[src/rtl/ov7670_pixel_capture.sv]
// rtl/ov7670_pixel_capture.sv - OV7670 byte-pair to RGB565 capture with frame skip, pclk domain.
// Optional CAPTURE_TEST_PATTERN_EN replaces sensor pixels with 8 vertical colour bars.
module ov7670_pixel_capture #(
  parameter int H_ACTIVE    = 640,
  parameter int V_ACTIVE    = 480,
  parameter int SKIP_FRAMES = 10
) (
  input  logic        clk,
  input  logic        rst,
  input  logic        cap_en,
  input  logic        cam_vsync,
  input  logic        cam_href,
  input  logic [7:0]  cam_data,
  output logic [15:0] pix_data,
  output logic        pix_valid,
  output logic        vsync_pos,
  output logic        frame_active,
  output logic        line_err,
  output logic [15:0] frame_cnt
);

  localparam int XW  = $clog2(H_ACTIVE + 1);
  localparam int YW  = $clog2(V_ACTIVE + 1);
  localparam int BW  = $clog2(2 * H_ACTIVE + 2);
  localparam int SKW = (SKIP_FRAMES < 2) ? 1 : $clog2(SKIP_FRAMES + 1);

  localparam logic [SKW-1:0] SKIP_LAST  = SKW'((SKIP_FRAMES > 0) ? SKIP_FRAMES - 1 : 0);
  localparam logic [XW-1:0]  X_MAX      = XW'(H_ACTIVE);
  localparam logic [YW-1:0]  Y_MAX      = YW'(V_ACTIVE);
  localparam logic [BW-1:0]  LINE_BYTES = BW'(2 * H_ACTIVE);
  localparam logic [BW-1:0]  BYTE_SAT   = BW'(2 * H_ACTIVE + 1);

  typedef enum logic [1:0] {
    ST_IDLE,
    ST_SKIP,
    ST_WAIT_VS,
    ST_CAPTURE
  } state_t;

  state_t state, state_nxt;

  logic           r_vsync, r_vsync_d, r_href, r_href_d;
  logic [7:0]     r_data;
  logic [SKW-1:0] skip_cnt;
  logic           phase;
  logic [7:0]     hi_byte;
  logic [XW-1:0]  x_cnt;
  logic [YW-1:0]  y_cnt;
  logic [BW-1:0]  byte_cnt;

  logic        vs_rise, href_fall, capturing, frame_start;
  logic        line_clear, byte_in, pix_done, pix_emit;
  logic [15:0] pix_word;

  // Sensor pins are registered once; every decision below uses these copies.
  always_ff @(posedge clk) begin
    if (rst) begin
      r_vsync   <= 1'b0;
      r_vsync_d <= 1'b0;
      r_href    <= 1'b0;
      r_href_d  <= 1'b0;
      r_data    <= 8'd0;
    end else begin
      r_vsync   <= cam_vsync;
      r_vsync_d <= r_vsync;
      r_href    <= cam_href;
      r_href_d  <= r_href;
      r_data    <= cam_data;
    end
  end

  assign vs_rise     = r_vsync & ~r_vsync_d;
  assign href_fall   = ~r_href & r_href_d;
  assign capturing   = (state == ST_CAPTURE) && cap_en;
  assign frame_start = vs_rise && cap_en && ((state == ST_WAIT_VS) || (state == ST_CAPTURE));

  assign line_clear  = !capturing || vs_rise || href_fall;
  assign byte_in     = capturing && !vs_rise && r_href;
  assign pix_done    = byte_in && phase;
  assign pix_emit    = pix_done && (x_cnt != X_MAX) && (y_cnt != Y_MAX);

  assign frame_active = (state == ST_CAPTURE);

  always_ff @(posedge clk) begin
    if (rst) begin
      state <= ST_IDLE;
    end else begin
      state <= state_nxt;
    end
  end

  always_comb begin
    state_nxt = state;
    case (state)
      ST_IDLE:    if (cap_en) state_nxt = (SKIP_FRAMES == 0) ? ST_WAIT_VS : ST_SKIP;
      ST_SKIP:    if (vs_rise && (skip_cnt == SKIP_LAST)) state_nxt = ST_WAIT_VS;
      ST_WAIT_VS: if (vs_rise) state_nxt = ST_CAPTURE;
      ST_CAPTURE: state_nxt = ST_CAPTURE;
      default:    state_nxt = ST_IDLE;
    endcase
    if (!cap_en) state_nxt = ST_IDLE;
  end

  always_ff @(posedge clk) begin
    if (rst || (state != ST_SKIP)) begin
      skip_cnt <= '0;
    end else if (vs_rise) begin
      skip_cnt <= skip_cnt + 1'b1;
    end
  end

  always_ff @(posedge clk) begin
    if (rst) begin
      vsync_pos <= 1'b0;
      frame_cnt <= 16'd0;
      line_err  <= 1'b0;
    end else begin
      vsync_pos <= frame_start;
      if (frame_start) frame_cnt <= frame_cnt + 16'd1;
      // A bad line ending in the same cycle as a frame start still latches.
      if (href_fall && capturing && (byte_cnt != LINE_BYTES)) begin
        line_err <= 1'b1;
      end else if (frame_start) begin
        line_err <= 1'b0;
      end
    end
  end

`ifdef CAPTURE_TEST_PATTERN_EN
  localparam logic [XW-1:0] BAR_LAST = XW'(H_ACTIVE / 8 - 1);

  logic [XW-1:0] bar_px;
  logic [2:0]    bar_idx;

  // Bar position tracks x incrementally so no divider is needed.
  always_ff @(posedge clk) begin
    if (rst || line_clear) begin
      bar_px  <= '0;
      bar_idx <= 3'd0;
    end else if (pix_done && (x_cnt != X_MAX)) begin
      if (bar_px == BAR_LAST) begin
        bar_px  <= '0;
        bar_idx <= bar_idx + 3'd1;
      end else begin
        bar_px <= bar_px + 1'b1;
      end
    end
  end

  always_comb begin
    pix_word = 16'h0000;
    case (bar_idx)
      3'd0: pix_word = 16'hFFFF;
      3'd1: pix_word = 16'hFFE0;
      3'd2: pix_word = 16'h07FF;
      3'd3: pix_word = 16'h07E0;
      3'd4: pix_word = 16'hF81F;
      3'd5: pix_word = 16'hF800;
      3'd6: pix_word = 16'h001F;
      default: pix_word = 16'h0000;
    endcase
  end
`else
  assign pix_word = {hi_byte, r_data};
`endif

  always_ff @(posedge clk) begin
    if (rst) begin
      phase     <= 1'b0;
      hi_byte   <= 8'd0;
      x_cnt     <= '0;
      y_cnt     <= '0;
      byte_cnt  <= '0;
      pix_valid <= 1'b0;
      pix_data  <= 16'd0;
    end else begin
      pix_valid <= pix_emit;
      if (pix_emit) pix_data <= pix_word;

      if (!capturing || vs_rise) begin
        y_cnt <= '0;
      end else if (href_fall && (x_cnt != '0) && (y_cnt != Y_MAX)) begin
        y_cnt <= y_cnt + 1'b1;
      end

      // Any odd trailing byte is dropped here simply by resetting phase.
      if (line_clear) begin
        phase    <= 1'b0;
        x_cnt    <= '0;
        byte_cnt <= '0;
      end else if (byte_in) begin
        phase <= ~phase;
        if (byte_cnt != BYTE_SAT) byte_cnt <= byte_cnt + 1'b1;
        if (!phase) hi_byte <= r_data;
        if (pix_done && (x_cnt != X_MAX)) x_cnt <= x_cnt + 1'b1;
      end
    end
  end

endmodule
[config.mk]
export PLATFORM = sky130hd
export DESIGN_NAME = ov7670_pixel_capture
export DESIGN_NICKNAME = d
export VERILOG_FILES = /design/src/rtl/ov7670_pixel_capture.sv
export SDC_FILE = /design/constraint.sdc
export NUM_CORES = 1
export LEC_CHECK = 0
export BUFFER_PORTS_ARGS = -buffer_cell sky130_fd_sc_hd__buf_4
export CORE_MARGIN = 4
export CORE_UTILIZATION = 30
export CTS_BUF_LIST = sky130_fd_sc_hd__clkbuf_8
export DETAILED_ROUTE_END_ITERATION = 8
export MAX_ROUTING_LAYER = met4
export SYNTH_ARGS = -nofsm -noshare
export SYNTH_HDL_FRONTEND = slang
export SYNTH_SLANG_ARGS = --single-unit
export TNS_END_PERCENT = 5
[constraint.sdc]
create_clock -name clk -period 2.5 [get_ports clk]
set_input_delay 0.375 -clock clk [delete_from_list [all_inputs] [get_ports clk]]
set_output_delay 0.375 -clock clk [all_outputs]
set_load 0.1 [all_outputs]
==> results.json <==
{
  "ys_ff_latch": 92,
  "hold_viol_final": 0,
  "die_w_um": 126,
  "holdPathStages": 2,
  "die_h_um": 126,
  "synthFlopType": "dfxtp_1",
  "antennaDiodeCount": 0,
  "worstSetupPathType": "flop to flop",
  "cts_resized": 0,
  "finalSetupTns_ns": 0,
  "syn_area_um2": 4160,
  "drtAntennaViolNets": 0,
  "ir_worst_vdd_mv": 0.289,
  "worstMarginPinSlew_ns": 0.769,
  "worst_path_max_delay_cell": "or3_1",
  "wl_um": 9590,
  "synth-seq-area-share_pct": 44.3,
  "final.period_utilization_pct": 90.4,
  "die-area_um2": 15800,
  "cp.arrival_ns": 2.47,
  "cts-root-buf": "clkbuf_8",
  "cts_buffer_depth": 2,
  "synthesis.nets": 498,
  "pin_count": 49,
  "final_common_cell": "dfxtp_1",
  "grt_first_pass_wirelength_um": 16300,
  "grt_pass1_vias": 3427,
  "period_minus_slack_ns": 2.26,
  "timing.rr.end": "x_cnt[0]",
  "area_delta_synth_final_pct": 18.6,
  "r2r_start": "x_cnt[0]",
  "dr_total_vias": 3604,
  "clk_pin_slew_ns": 0.09,
  "hpwlAfterDp_um": 6680,
  "grt_max_degree": 59,
  "min_to": "r_vsync",
  "cp.required_ns": 2.71,
  "r2r_slack_ns": 0.24,
  "timing.slew.headroom_pct": 48.7,
  "cts_made_buffers": 9,
  "final_core_util_pct": 36.8,
  "cpPeakStageDelay_ns": 0.73,
  "fmax_mhz": 443,
  "cts_sinks": 92,
  "io_buffers": 48,
  "end_kind": "flop",
  "hp-start": "cam_vsync",
  "setup_viol": 0,
  "drt_iter0_markers": 243,
  "nNetsFinal": 534,
  "crit_chain": "inv_1 -> ha_1 -> or4b_4 -> or3_1 -> nand3_1 -> a21oi_1",
  "synth_cell_types": 44,
  "critPathTopFamily": "simple AND/OR/NAND/NOR gates",
  "track_usage_pct": 12.5,
  "htreeDepth": 3,
  "floorplan.core_area_um2": 13400,
  "async_reset_ff_share_pct": 0,
  "drive_gt1_share_pct": 16.7,
  "viasPerCell": 5.21,
  "grt.overflow.total": 0,
  "gp_congestion": 0.813,
  "avgSynthCellArea_um2": 8.76,
  "first_pass_iters": 4,
  "cp_num_buf_inv": 1,
  "reg2reg_depth": 6,
  "path_max_fanout": 20,
  "synthCells": 475,
  "status": "complete, no violations",
  "cp-start-kind": "flop",
  "maxCapViolCount": 0,
  "slew_viol_final": 0,
  "hold_path_class": "input pin to flop",
  "rsz0062_at_grt": "false",
  "power_leakage_nw": 1.62,
  "finalClockSkew_ns": 0.00757,
  "yosysWarnings": 0,
  "row_count": 42,
  "most-common-layout-cells": "dfxtp_1, buf_4, a21oi_1",
  "cts_hold_repair.buffers": 0,
  "drcViolationCount": 0,
  "antenna_found_initial": 0,
  "power.density_nw_per_um2": 580,
  "wire_per_inst_um": 13.9,
  "cts_tree": "built",
  "start_util_pct": 31.0,
  "clk_latency_ns": 0.36,
  "synth_edf_count": 0,
  "cts_setup_buffers": 0
}
-- worst reg2reg max path, delay by kind of cell, from the launching register on --
family          cells  cell delay (ns)
simple gates        3             1.47
compound gates      1             0.08
buf+inv             1             0.09
fa+ha+maj           1             0.14
flops               1             0.34
-- worst max-delay path by stage --
| stage | end | slack (ns) | depth (start not counted) | from |
|---|---|---|---|---|
| global route | pix_data[0] | 0.14 | 6 | x_cnt[0] |
| floorplan | frame_cnt[15] | 0.06 | 4 | frame_cnt[2] |
| CTS | x_cnt[0] | 0.25 | 6 | x_cnt[0] |
| finish | x_cnt[0] | 0.24 | 6 | x_cnt[0] |
| detailed placement | pix_data[0] | 0.26 | 6 | x_cnt[0] |
| global placement | x_cnt[2] | 0.33 | 6 | x_cnt[0] |
-- kinds of logic (layout without fill, tap and decap cells) --
kind of cell | count (synthesis) | in the layout | synth area share [%]
and+or+nand+nor | 200 | 200 | 27.5
AOI/OAI and AO/OA | 104 | 104 | 15.0
DFF | 92 | 92 | 44.3
buffers and inverters | 44 | 85 | 4.69
xor gates and xnor gates | 17 | 17 | 3.58
adders and majority gates | 10 | 10 | 3.01
muxes | 8 | 8 | 1.99
-- power breakdown --
group | internal (mW) | switching [mW] | leakage, nW
sequential | 1.48 | 0.00884 | 0.744
clock | 0.792 | 0.529 | 0.129
combinational | 0.0234 | 0.0309 | 0.743
-- registers in the layout, indices dropped and copies added, names as in the netlist, 2 cells and up --
name       cells
pix_data      16
frame_cnt     16
state          2
hi_byte        8
byte_cnt      11
skip_cnt       4
y_cnt          9
r_data         8
x_cnt         10
-- layer usage --
layer	part of all wire (%)	vias up	global-route usage, %
li1	-	1792	-
met1	49	1730	16.3
met2	45	73	19.4
met3	5.0	9	3.68
met4	0.88	0	2.78
met5	0	-	-
-- layout make-up --
cell class                 count  area [um^2]
fill                        1360         8470
multi-input combinational    339         2130
sequential                    92         1840
timing repair buffer          56          420
tap                          176          220
clock buffer                  10          138
clock inverter                 6          135
inverter                      13         48.8
-- synthesized netlist by cell type (11+ instances only) --
| master | instances | area share, % |
|---|---|---|
| nor2_1 | 29 | 2.6 |
| dfxtp_1 | 92 | 44 |
| or4_1 | 13 | 2.3 |
| inv_1 | 13 | 1.2 |
| xnor2_1 | 11 | 2.3 |
| nor2b_1 | 17 | 2.6 |
| nand4_1 | 30 | 4.5 |
| a21oi_1 | 50 | 6.0 |
| nand2_1 | 35 | 3.2 |
| clkbuf_1 | 19 | 1.7 |
| nand3_1 | 19 | 2.3 |
| o31ai_1 | 27 | 4.9 |
| o21ai_0 | 20 | 2.4 |
| or3_1 | 11 | 1.7 |
-- through the flow --
| stage | total power, mW | setup slack (ns) | cell area, um^2 | hold slack (ns) | std cells |
|---|---|---|---|---|---|
| after global placement | 1.57 | 0.330 | 4660 | 0.451 | 676 |
| after global routing | 2.96 | 0.135 | 4930 | 0.209 | 692 |
| after detailed placement | 1.57 | 0.263 | 4660 | 0.457 | 676 |
| after floorplan | 1.55 | 0.0567 | 4160 | 0.432 | 475 |
| after CTS | 2.89 | 0.252 | 4930 | 0.202 | 692 |
| final | 2.86 | 0.241 | 4930 | 0.223 | 692 |
Power figures use the tool's default switching activity.
